--- src/rtl/hsdaoh_pkg.sv ---
`default_nettype none
// ============================================================================
// hsdaoh_pkg : shared word width, packer slot encoding and parameter checks
// Rev 1.0
// ============================================================================
package hsdaoh_pkg;

    localparam int HSDAOH_WORD_W = 16;

    typedef enum logic {
        SLOT_LOW  = 1'b0,
        SLOT_HIGH = 1'b1
    } slot_e;

    // A full window of 2*DECIM ones must still fit in one SUM_W-bit field.
    function automatic bit decim_legal(input int decim, input int sum_w);
        return (decim >= 2) && (decim <= 127) && ((2 * decim) < (1 << sum_w));
    endfunction

endpackage
`default_nettype wire

--- src/rtl/sdr_1bit_integrator.sv ---
`default_nettype none
// ============================================================================
// sdr_1bit_integrator : sums both IDDR phases over DECIM cycles
// Rev 1.0
// ============================================================================
module sdr_1bit_integrator #(
    parameter int DECIM = 4,
    parameter int SUM_W = 8
) (
    input  logic             i_clk,
    input  logic             i_rst_n,
    input  logic             i_en,
    input  logic             i_q0,
    input  logic             i_q1,
    output logic             o_sum_valid,
    output logic [SUM_W-1:0] o_sum
);

    localparam int              PH_W      = $clog2(DECIM);
    localparam logic [PH_W-1:0] C_PH_LAST = PH_W'(DECIM - 1);

    logic [PH_W-1:0]  r_phase;
    logic [SUM_W-1:0] r_acc;
    logic [1:0]       w_inc;
    logic             w_last;

    assign w_inc  = {1'b0, i_q0} + {1'b0, i_q1};
    assign w_last = i_en && (r_phase == C_PH_LAST);

    // The completed sum includes the boundary cycle's pair, so no sample is lost.
    assign o_sum       = r_acc + SUM_W'(w_inc);
    assign o_sum_valid = w_last;

    always_ff @(posedge i_clk or negedge i_rst_n) begin
        if (!i_rst_n) begin
            r_phase <= '0;
            r_acc   <= '0;
        end else if (!i_en) begin
            r_phase <= '0;
            r_acc   <= '0;
        end else if (w_last) begin
            r_phase <= '0;
            r_acc   <= '0;
        end else begin
            r_phase <= r_phase + PH_W'(1);
            r_acc   <= o_sum;
        end
    end

endmodule
`default_nettype wire

--- src/rtl/sdr_1bit_packer.sv ---
`default_nettype none
// ============================================================================
// sdr_1bit_packer : packs two integrated sums per 16-bit FIFO word, counts drops
// Rev 1.0
// ============================================================================
module sdr_1bit_packer
    import hsdaoh_pkg::*;
#(
    parameter int DECIM  = 4,
    parameter int SUM_W  = 8,
    parameter int DROP_W = 16
) (
    input  logic                     clk_data,
    input  logic                     rstn,
    input  logic                     en,
    input  logic                     rf_q0,
    input  logic                     rf_q1,
    input  logic                     fifo_full,
    input  logic                     clr_overflow,
    output logic [HSDAOH_WORD_W-1:0] fifo_wdata,
    output logic                     fifo_winc,
    output logic                     overflow,
    output logic [DROP_W-1:0]        drop_count
);

    generate
        if (!decim_legal(DECIM, SUM_W) || (2 * SUM_W != HSDAOH_WORD_W)) begin : g_bad_params
            $error("sdr_1bit_packer: illegal DECIM/SUM_W combination");
        end
    endgenerate

    localparam logic [DROP_W-1:0] C_DROP_MAX = '1;

    logic                     w_sum_valid;
    logic [SUM_W-1:0]         w_sum;
    slot_e                    r_slot;
    slot_e                    w_slot_nxt;
    logic                     w_low_load;
    logic                     w_word_done;
    logic                     w_drop;
    logic [HSDAOH_WORD_W-1:0] w_word;
    logic [SUM_W-1:0]         r_low;
    logic [HSDAOH_WORD_W-1:0] r_wdata;
    logic                     r_winc;
    logic                     r_overflow;
    logic [DROP_W-1:0]        r_drop;

    sdr_1bit_integrator #(
        .DECIM (DECIM),
        .SUM_W (SUM_W)
    ) u_integrator (
        .i_clk       (clk_data),
        .i_rst_n     (rstn),
        .i_en        (en),
        .i_q0        (rf_q0),
        .i_q1        (rf_q1),
        .o_sum_valid (w_sum_valid),
        .o_sum       (w_sum)
    );

    always_ff @(posedge clk_data or negedge rstn) begin
        if (!rstn) begin
            r_slot <= SLOT_LOW;
        end else begin
            r_slot <= w_slot_nxt;
        end
    end

    always_comb begin
        w_slot_nxt  = r_slot;
        w_low_load  = 1'b0;
        w_word_done = 1'b0;
        if (!en) begin
            w_slot_nxt = SLOT_LOW;
        end else if (w_sum_valid) begin
            case (r_slot)
                SLOT_LOW: begin
                    w_low_load = 1'b1;
                    w_slot_nxt = SLOT_HIGH;
                end
                SLOT_HIGH: begin
                    w_word_done = 1'b1;
                    w_slot_nxt  = SLOT_LOW;
                end
                default: w_slot_nxt = SLOT_LOW;
            endcase
        end
    end

    assign w_word = {w_sum, r_low};
    assign w_drop = w_word_done && fifo_full;

    always_ff @(posedge clk_data or negedge rstn) begin
        if (!rstn) begin
            r_low   <= '0;
            r_wdata <= '0;
            r_winc  <= 1'b0;
        end else begin
            if (w_low_load) begin
                r_low <= w_sum;
            end
            r_winc <= w_word_done && !fifo_full;
            if (w_word_done && !fifo_full) begin
                r_wdata <= w_word;
            end
        end
    end

    // A drop in the same cycle as a clear wins, leaving a count of one.
    always_ff @(posedge clk_data or negedge rstn) begin
        if (!rstn) begin
            r_overflow <= 1'b0;
            r_drop     <= '0;
        end else if (w_drop) begin
            r_overflow <= 1'b1;
            if (clr_overflow) begin
                r_drop <= DROP_W'(1);
            end else if (r_drop != C_DROP_MAX) begin
                r_drop <= r_drop + DROP_W'(1);
            end
        end else if (clr_overflow) begin
            r_overflow <= 1'b0;
            r_drop     <= '0;
        end
    end

    assign fifo_wdata = r_wdata;
    assign fifo_winc  = r_winc;
    assign overflow   = r_overflow;
    assign drop_count = r_drop;

endmodule
`default_nettype wire

--- config.mk ---
export PLATFORM = sky130hd
export DESIGN_NAME = sdr_1bit_packer
export DESIGN_NICKNAME = d
export VERILOG_FILES = /design/src/rtl/hsdaoh_pkg.sv /design/src/rtl/sdr_1bit_integrator.sv /design/src/rtl/sdr_1bit_packer.sv
export SDC_FILE = /design/constraint.sdc
export NUM_CORES = 1
export LEC_CHECK = 0
export CAP_MARGIN = 20
export CORE_MARGIN = 4
export CORE_UTILIZATION = 52
export DETAILED_ROUTE_END_ITERATION = 8
export GPL_TIMING_DRIVEN = 0
export PLACE_DENSITY = 0.79
export RECOVER_POWER = 50
export SYNTH_ARGS = -nofsm -noshare
export SYNTH_HDL_FRONTEND = slang
export SYNTH_HIERARCHICAL = 1
export SYNTH_SLANG_ARGS = --single-unit
export TNS_END_PERCENT = 100
--- constraint.sdc ---
create_clock -name clk_data -period 2.19 [get_ports clk_data]
set_input_delay 0.438 -clock clk_data [delete_from_list [all_inputs] [get_ports clk_data]]
set_output_delay 0.438 -clock clk_data [all_outputs]
set_load 0.03 [all_outputs]
### After elaboration in Yosys (flattened, before gate mapping)

Index checks and enable logic that the tools add are counted.

* register bits: 53
* output and inout bits: 34
* logic and storage cells: 42

* $add $sub $neg: 4
* eq/ne operators: 3
* mux-type cells: 19
* bitwise logic cells: 1
* reduce and logical (&&, ||, !) cells: 7

Operators with widths (number)
* $mux W16: 4
* $add A16 B1 Y16 const B: 1
* $mux W8: 2
* $ne A16 B16 Y1 const B: 1
* $mux W1: 10
* $add A8 B2 Y8: 1
* $mux W2: 2
* $reduce_bool A2 Y1: 2
* $logic_and A1 B1 Y1: 3
* $add A1 B1 Y2: 1
* $add A2 B1 Y2 const B: 1
* $eq A2 B2 Y1 const B: 1
* $ne A2 B1 Y1 const B: 1
* $pmux W1 S2: 1
* $reduce_and A2 Y1: 1
* $logic_not A1 Y1: 1
* $not A1 Y1: 1

### Logic depth before layout (Yosys ltp)

* word-level depth: 7
* depth in mapped cells: 8

### Hierarchy

Netlist, hierarchy kept.

By module, submodules not included
* sdr_1bit_packer: instances 1, cells each 184, area each 1843.0 µm²
* sdr_1bit_integrator: instances 1, cells each 46, area each 490.5 µm²

### Worst setup path before layout

No wires, ideal clock.

* path type: reg-to-reg
* from: reg r_drop[4] (netlist: drop_count[4])
* to: reg r_drop[1] (netlist: drop_count[1])
* arrival: 1.973 ns
* required time: 2.054 ns
* slack: 0.081 ns
* stages on the path, launching flop included: 7
* clock period less this slack: 2.109 ns
* path through: dfrtp_1 nand3_2 or3_4 or4_1 buf_2 a31oi_1 o22ai_1

* longest elaborated chain between the ends: 3

Ends and longest elaborated chain
* start: declaration: RTL line sdr_1bit_packer.sv:46 `logic [DROP_W-1:0] r_drop;`
* start signal: assignment: RTL line sdr_1bit_packer.sv:119 `r_drop <= r_drop + DROP_W'(1);`
* $ne A16 B16 Y1: RTL line sdr_1bit_packer.sv:118 `end else if (r_drop != C_DROP_MAX) begin`
* $reduce_bool A2 Y1 (no line)
* $reduce_and A2 Y1 (no line)

No other way between the ends.
A chain may end at the register's enable or synchronous reset.

### Worst setup path after layout

* from: in rf_q0
* to: reg r_low[6]

* longest elaborated chain between the ends: 2

Ends and longest elaborated chain
* start: declaration: RTL line sdr_1bit_packer.sv:16 `input logic rf_q0,`
* $add A1 B1 Y2: RTL line sdr_1bit_integrator.sv:27 `assign w_inc = {1'b0, i_q0} + {1'b0, i_q1};`
* $add A8 B2 Y8: RTL line sdr_1bit_integrator.sv:31 `assign o_sum = r_acc + SUM_W'(w_inc);`
* via w_sum[6]: RTL line sdr_1bit_packer.sv:35 `logic [SUM_W-1:0] w_sum;`
* end signal: assignment: RTL line sdr_1bit_packer.sv:100 `r_low <= w_sum;`
* end: declaration: RTL line sdr_1bit_packer.sv:42 `logic [SUM_W-1:0] r_low;`

The timed path passes the listed nets, and every way through them passes these cells.

==> out/qor.tcl <==
set qor(max_fo_critical_path) 4
set qor(viasPerCell) 5.27
set qor(design.die.area_um2) 5620
set qor(floorplan.rows) 24
set qor(max-clock-path-buffers) 2
set qor(unrepaired_setup_endpoints_after_global_routing) {no}
set qor(syn_area_per_cell_um2) 10.1
set qor(tightest_slew_ps) 1250
set qor(placedInstanceArea_um2) 2800
set qor(drtAntennaViolNets) 0
set qor(wl_met3_um) 167
set qor(detailed_router_iteration_count_before_antenna_repair) 4
set qor(normalized_max_slew_margin_pct) 16.7
set qor(reported_leakage_power_nw) 1.37
set qor(final_max_slew_viol_count) 0
set qor(total_cts_buffers) 5
set qor(total_clock_sinks) 53
set qor(area_growth_pct) 25.1
set qor(synth_sequential_area_ratio_pct) 56.8
set qor(required_time_at_the_worst_slack_endpoint_ps) 2390
set qor(drive_gt1_share_pct) 11.1
set qor(grt_antenna_before_repair) 0
set qor(tritoncts) {built}
set qor(library_cells_used_by_synthesis) 35
set qor(cts_hold_buffers) 0
set qor(layout.cells.most_common) {sky130_fd_sc_hd__nand2_1}
set qor(fin_nets) 289
set qor(worst_ir_drop_vdd_mv) 0.364
set qor(met2_wirelength_mm) 2.25
set qor(syn-num-nets) 241
set qor(cts_htree_levels) 2
set qor(timing.clock.skew_ps) 6.65
set qor(worst_hold_slack_ps) 368
set qor(grt_pass1_vias) 1691
set qor(place_hpwl_mm) 3.34
set qor(min_period_over_period_pct) 95.5
set qor(drt_first_iter_violations) 113
set qor(min_delay_worst_type) {primary input to async pin}
set qor(synth_area_um2) 2330
set qor(library_cell_used_as_clock_root_buffer) {sky130_fd_sc_hd__clkbuf_8}
set qor(min_period_ps) 2090
set qor(pin_count) 41
set qor(regToRegStartpoint) {drop_count[4]$_DFFE_PN0P_}
set qor(route.detailed.wl_per_inst_um) 14.2
set qor(globalRoute.totalOverflow) 0
set qor(crit_path_start_kind) {primary input}
set qor(wl_met1_mm) 2.23
set qor(cap_viol_max_count) 0
set qor(drt_drc_violations_left) 0
set qor(drt_wl_total_mm) 4.72
set qor(place.gp.congestion) 0.832
set qor(cts.clk_slew.worst_paths_ps) 100
set qor(timing_worst_setup_path_type) {primary input to register}
set qor(initial_utilization_pct) 53.6
set qor(timing.fmax_mhz) 478
set qor(grt_pass1_wl_mm) 8.07
set qor(syn-instance-count) 230
set qor(count_of_port_buffers_added_during_placement) 39
set qor(cp-end-kind) {register}
set qor(run_status) {complete, no violations}
set qor(setup.worst_path.start) {rf_q0}
set qor(top_signal_layer_used) {met4}
set qor(grt_util_all_layers_pct) 19.1
set qor(pin_count_of_the_biggest_net_entering_global_routing) 32
set qor(via_count) 1746
set qor(pwr_cell_area_nw_per_um2) 582
set qor(layout_common_cells) {sky130_fd_sc_hd__nand2_1 (58), sky130_fd_sc_hd__dfrtp_1 (51), sky130_fd_sc_hd__clkdlybuf4s50_1 (31), sky130_fd_sc_hd__o21ai_0 (13), sky130_fd_sc_hd__nand3_1 (11)}
set qor(critPathArrivalTime_ps) 2290
set qor(worstSkewPairLatency_ps) 310
set qor(core_area_um2) 4350
set qor(fin_area_um2) 2920
set qor(number_of_antenna_repair_diodes) 0
set qor(timing_hold_violations_final) 0
set qor(totalPowerFinal_w) 0.00170
set qor(finalSetupViolations) 0
set qor(die_outline_width_um) 75.0
set qor(die_height_um) 75.0
set qor(postSynthRegisterBits) 53
set qor(synth_warnings) 6
[stage by stage]
stage | setup TNS (ps) | setup slack, ps | cells | utilization [%]
global placement | -52980 | -858 | 321 | 64.1
floorplan | 0 | 80.8 | 230 | -
CTS | -5.77 | -5.77 | 330 | 66.9
finish | 0 | 99.0 | 331 | 67.1
detailed placement | -8860 | -564 | 322 | 64.4
global route | 0 | 8.41 | 331 | 67.1
[state kept, by name, indices dropped and copies added, names as in the netlist]
signal / cells
r_slot: 1
drop_count: 16
overflow: 1
r_low: 8
fifo_wdata: 16
u_integrator/r_acc: 8
u_integrator/r_phase: 2
fifo_winc: 1
[critical path: stages]
cell and delay [ps]:
sky130_fd_sc_hd__dlygate4sd3_1 560, sky130_fd_sc_hd__fa_1 490, sky130_fd_sc_hd__ha_1 250, sky130_fd_sc_hd__inv_1 70, sky130_fd_sc_hd__nor2_1 60, sky130_fd_sc_hd__xor2_1 150
sky130_fd_sc_hd__mux2_2 270
[layer usage]
metal  up-vias  global-route usage, %
met3         8                   4.27
met2        33                   29.0
met5         -                      0
li1        865                      -
met4         0                   6.72
met1       840                   27.0
[cells by family (layout without fill, tap and decap cells)]
group	after synthesis	count (layout)	synth area share [%]
muxes	9	9	4.29
and+or+nand+nor	109	109	22.4
adders and majority gates	4	4	2.47
AOI/OAI and AO/OA	26	26	5.84
buffers and inverters	13	62	2.20
xor gates and xnor gates	16	16	6.01
DFF	53	53	56.8
[synth_stat cells]
master	instances	share of area [%]
sky130_fd_sc_hd__nand4b_1	1	0.38
sky130_fd_sc_hd__nor3_1	4	0.86
sky130_fd_sc_hd__or4_1	2	0.64
sky130_fd_sc_hd__clkbuf_1	5	0.80
sky130_fd_sc_hd__and3_1	2	0.54
sky130_fd_sc_hd__ha_1	3	1.6
sky130_fd_sc_hd__or3_1	2	0.54
sky130_fd_sc_hd__nand4_2	1	0.54
sky130_fd_sc_hd__nor2_1	9	1.4
sky130_fd_sc_hd__nand2b_1	1	0.27
sky130_fd_sc_hd__a211oi_1	1	0.32
sky130_fd_sc_hd__mux2i_1	1	0.43
sky130_fd_sc_hd__nand3_1	11	2.4
sky130_fd_sc_hd__o21ai_0	13	2.8
sky130_fd_sc_hd__xnor2_1	9	3.4
sky130_fd_sc_hd__nand2_1	58	9.3
sky130_fd_sc_hd__inv_1	5	0.80
sky130_fd_sc_hd__clkinv_1	1	0.16
sky130_fd_sc_hd__fa_1	1	0.86
sky130_fd_sc_hd__nand4_1	3	0.80
sky130_fd_sc_hd__a21oi_1	4	0.86
sky130_fd_sc_hd__and2_1	8	2.1
sky130_fd_sc_hd__nor4_1	1	0.27
sky130_fd_sc_hd__and4_1	2	0.75
sky130_fd_sc_hd__or3_4	1	0.48
sky130_fd_sc_hd__nand3_2	1	0.43
sky130_fd_sc_hd__nor2b_1	1	0.27
sky130_fd_sc_hd__dfrtp_1	53	57
sky130_fd_sc_hd__xor2_1	7	2.6
sky130_fd_sc_hd__nand3b_1	1	0.32
sky130_fd_sc_hd__o21ai_1	5	1.1
sky130_fd_sc_hd__a31oi_1	2	0.54
sky130_fd_sc_hd__mux2_2	8	3.9
sky130_fd_sc_hd__buf_2	2	0.43
sky130_fd_sc_hd__o22ai_1	1	0.27
[worst paths after layout]
check	slack [ps]	endpoint	cells past startpoint
setup / recovery	100	r_low[6]$_DFFE_PN0P_	7
hold / removal	370	drop_count[5]$_DFFE_PN0P_	1
setup reg to reg	120	drop_count[1]$_DFFE_PN0P_	6
hold reg to reg	440	u_integrator/r_phase[0]$_DFF_PN0_	1
max in group asynchronous	450	u_integrator/r_acc[6]$_DFF_PN0_	2
min in group clk_data	440	u_integrator/r_phase[0]$_DFF_PN0_	1
[power breakdown]
group / total [W] / internal (W) / switching (W)
clock: 0.000557 / 0.000225 / 0.000333
sequential: 0.00103 / 0.00101 / 0.0000212
combinational: 0.000108 / 0.0000461 / 0.0000617
total: 0.00170 / 0.00128 / 0.000415
[layout make-up]
class / instances / area (um2)
plain buffers: 5 / 21.3
well taps: 52 / 65.1
clock inverters: 3 / 22.5
clock buffers: 5 / 68.8
multi-input cells: 164 / 980
fillers: 340 / 1430
flip-flops and latches: 53 / 1330
repair buffers: 43 / 412
inverters: 6 / 22.5
[repair_timing]
item,CTS,global route
pin swaps,2,1
hold endpoints to repair,0,0
endpoints found under the setup margin,16,17
setup buffers,1,2
resized for setup,2,6
No activity file was read; power rests on OpenSTA's default activity.
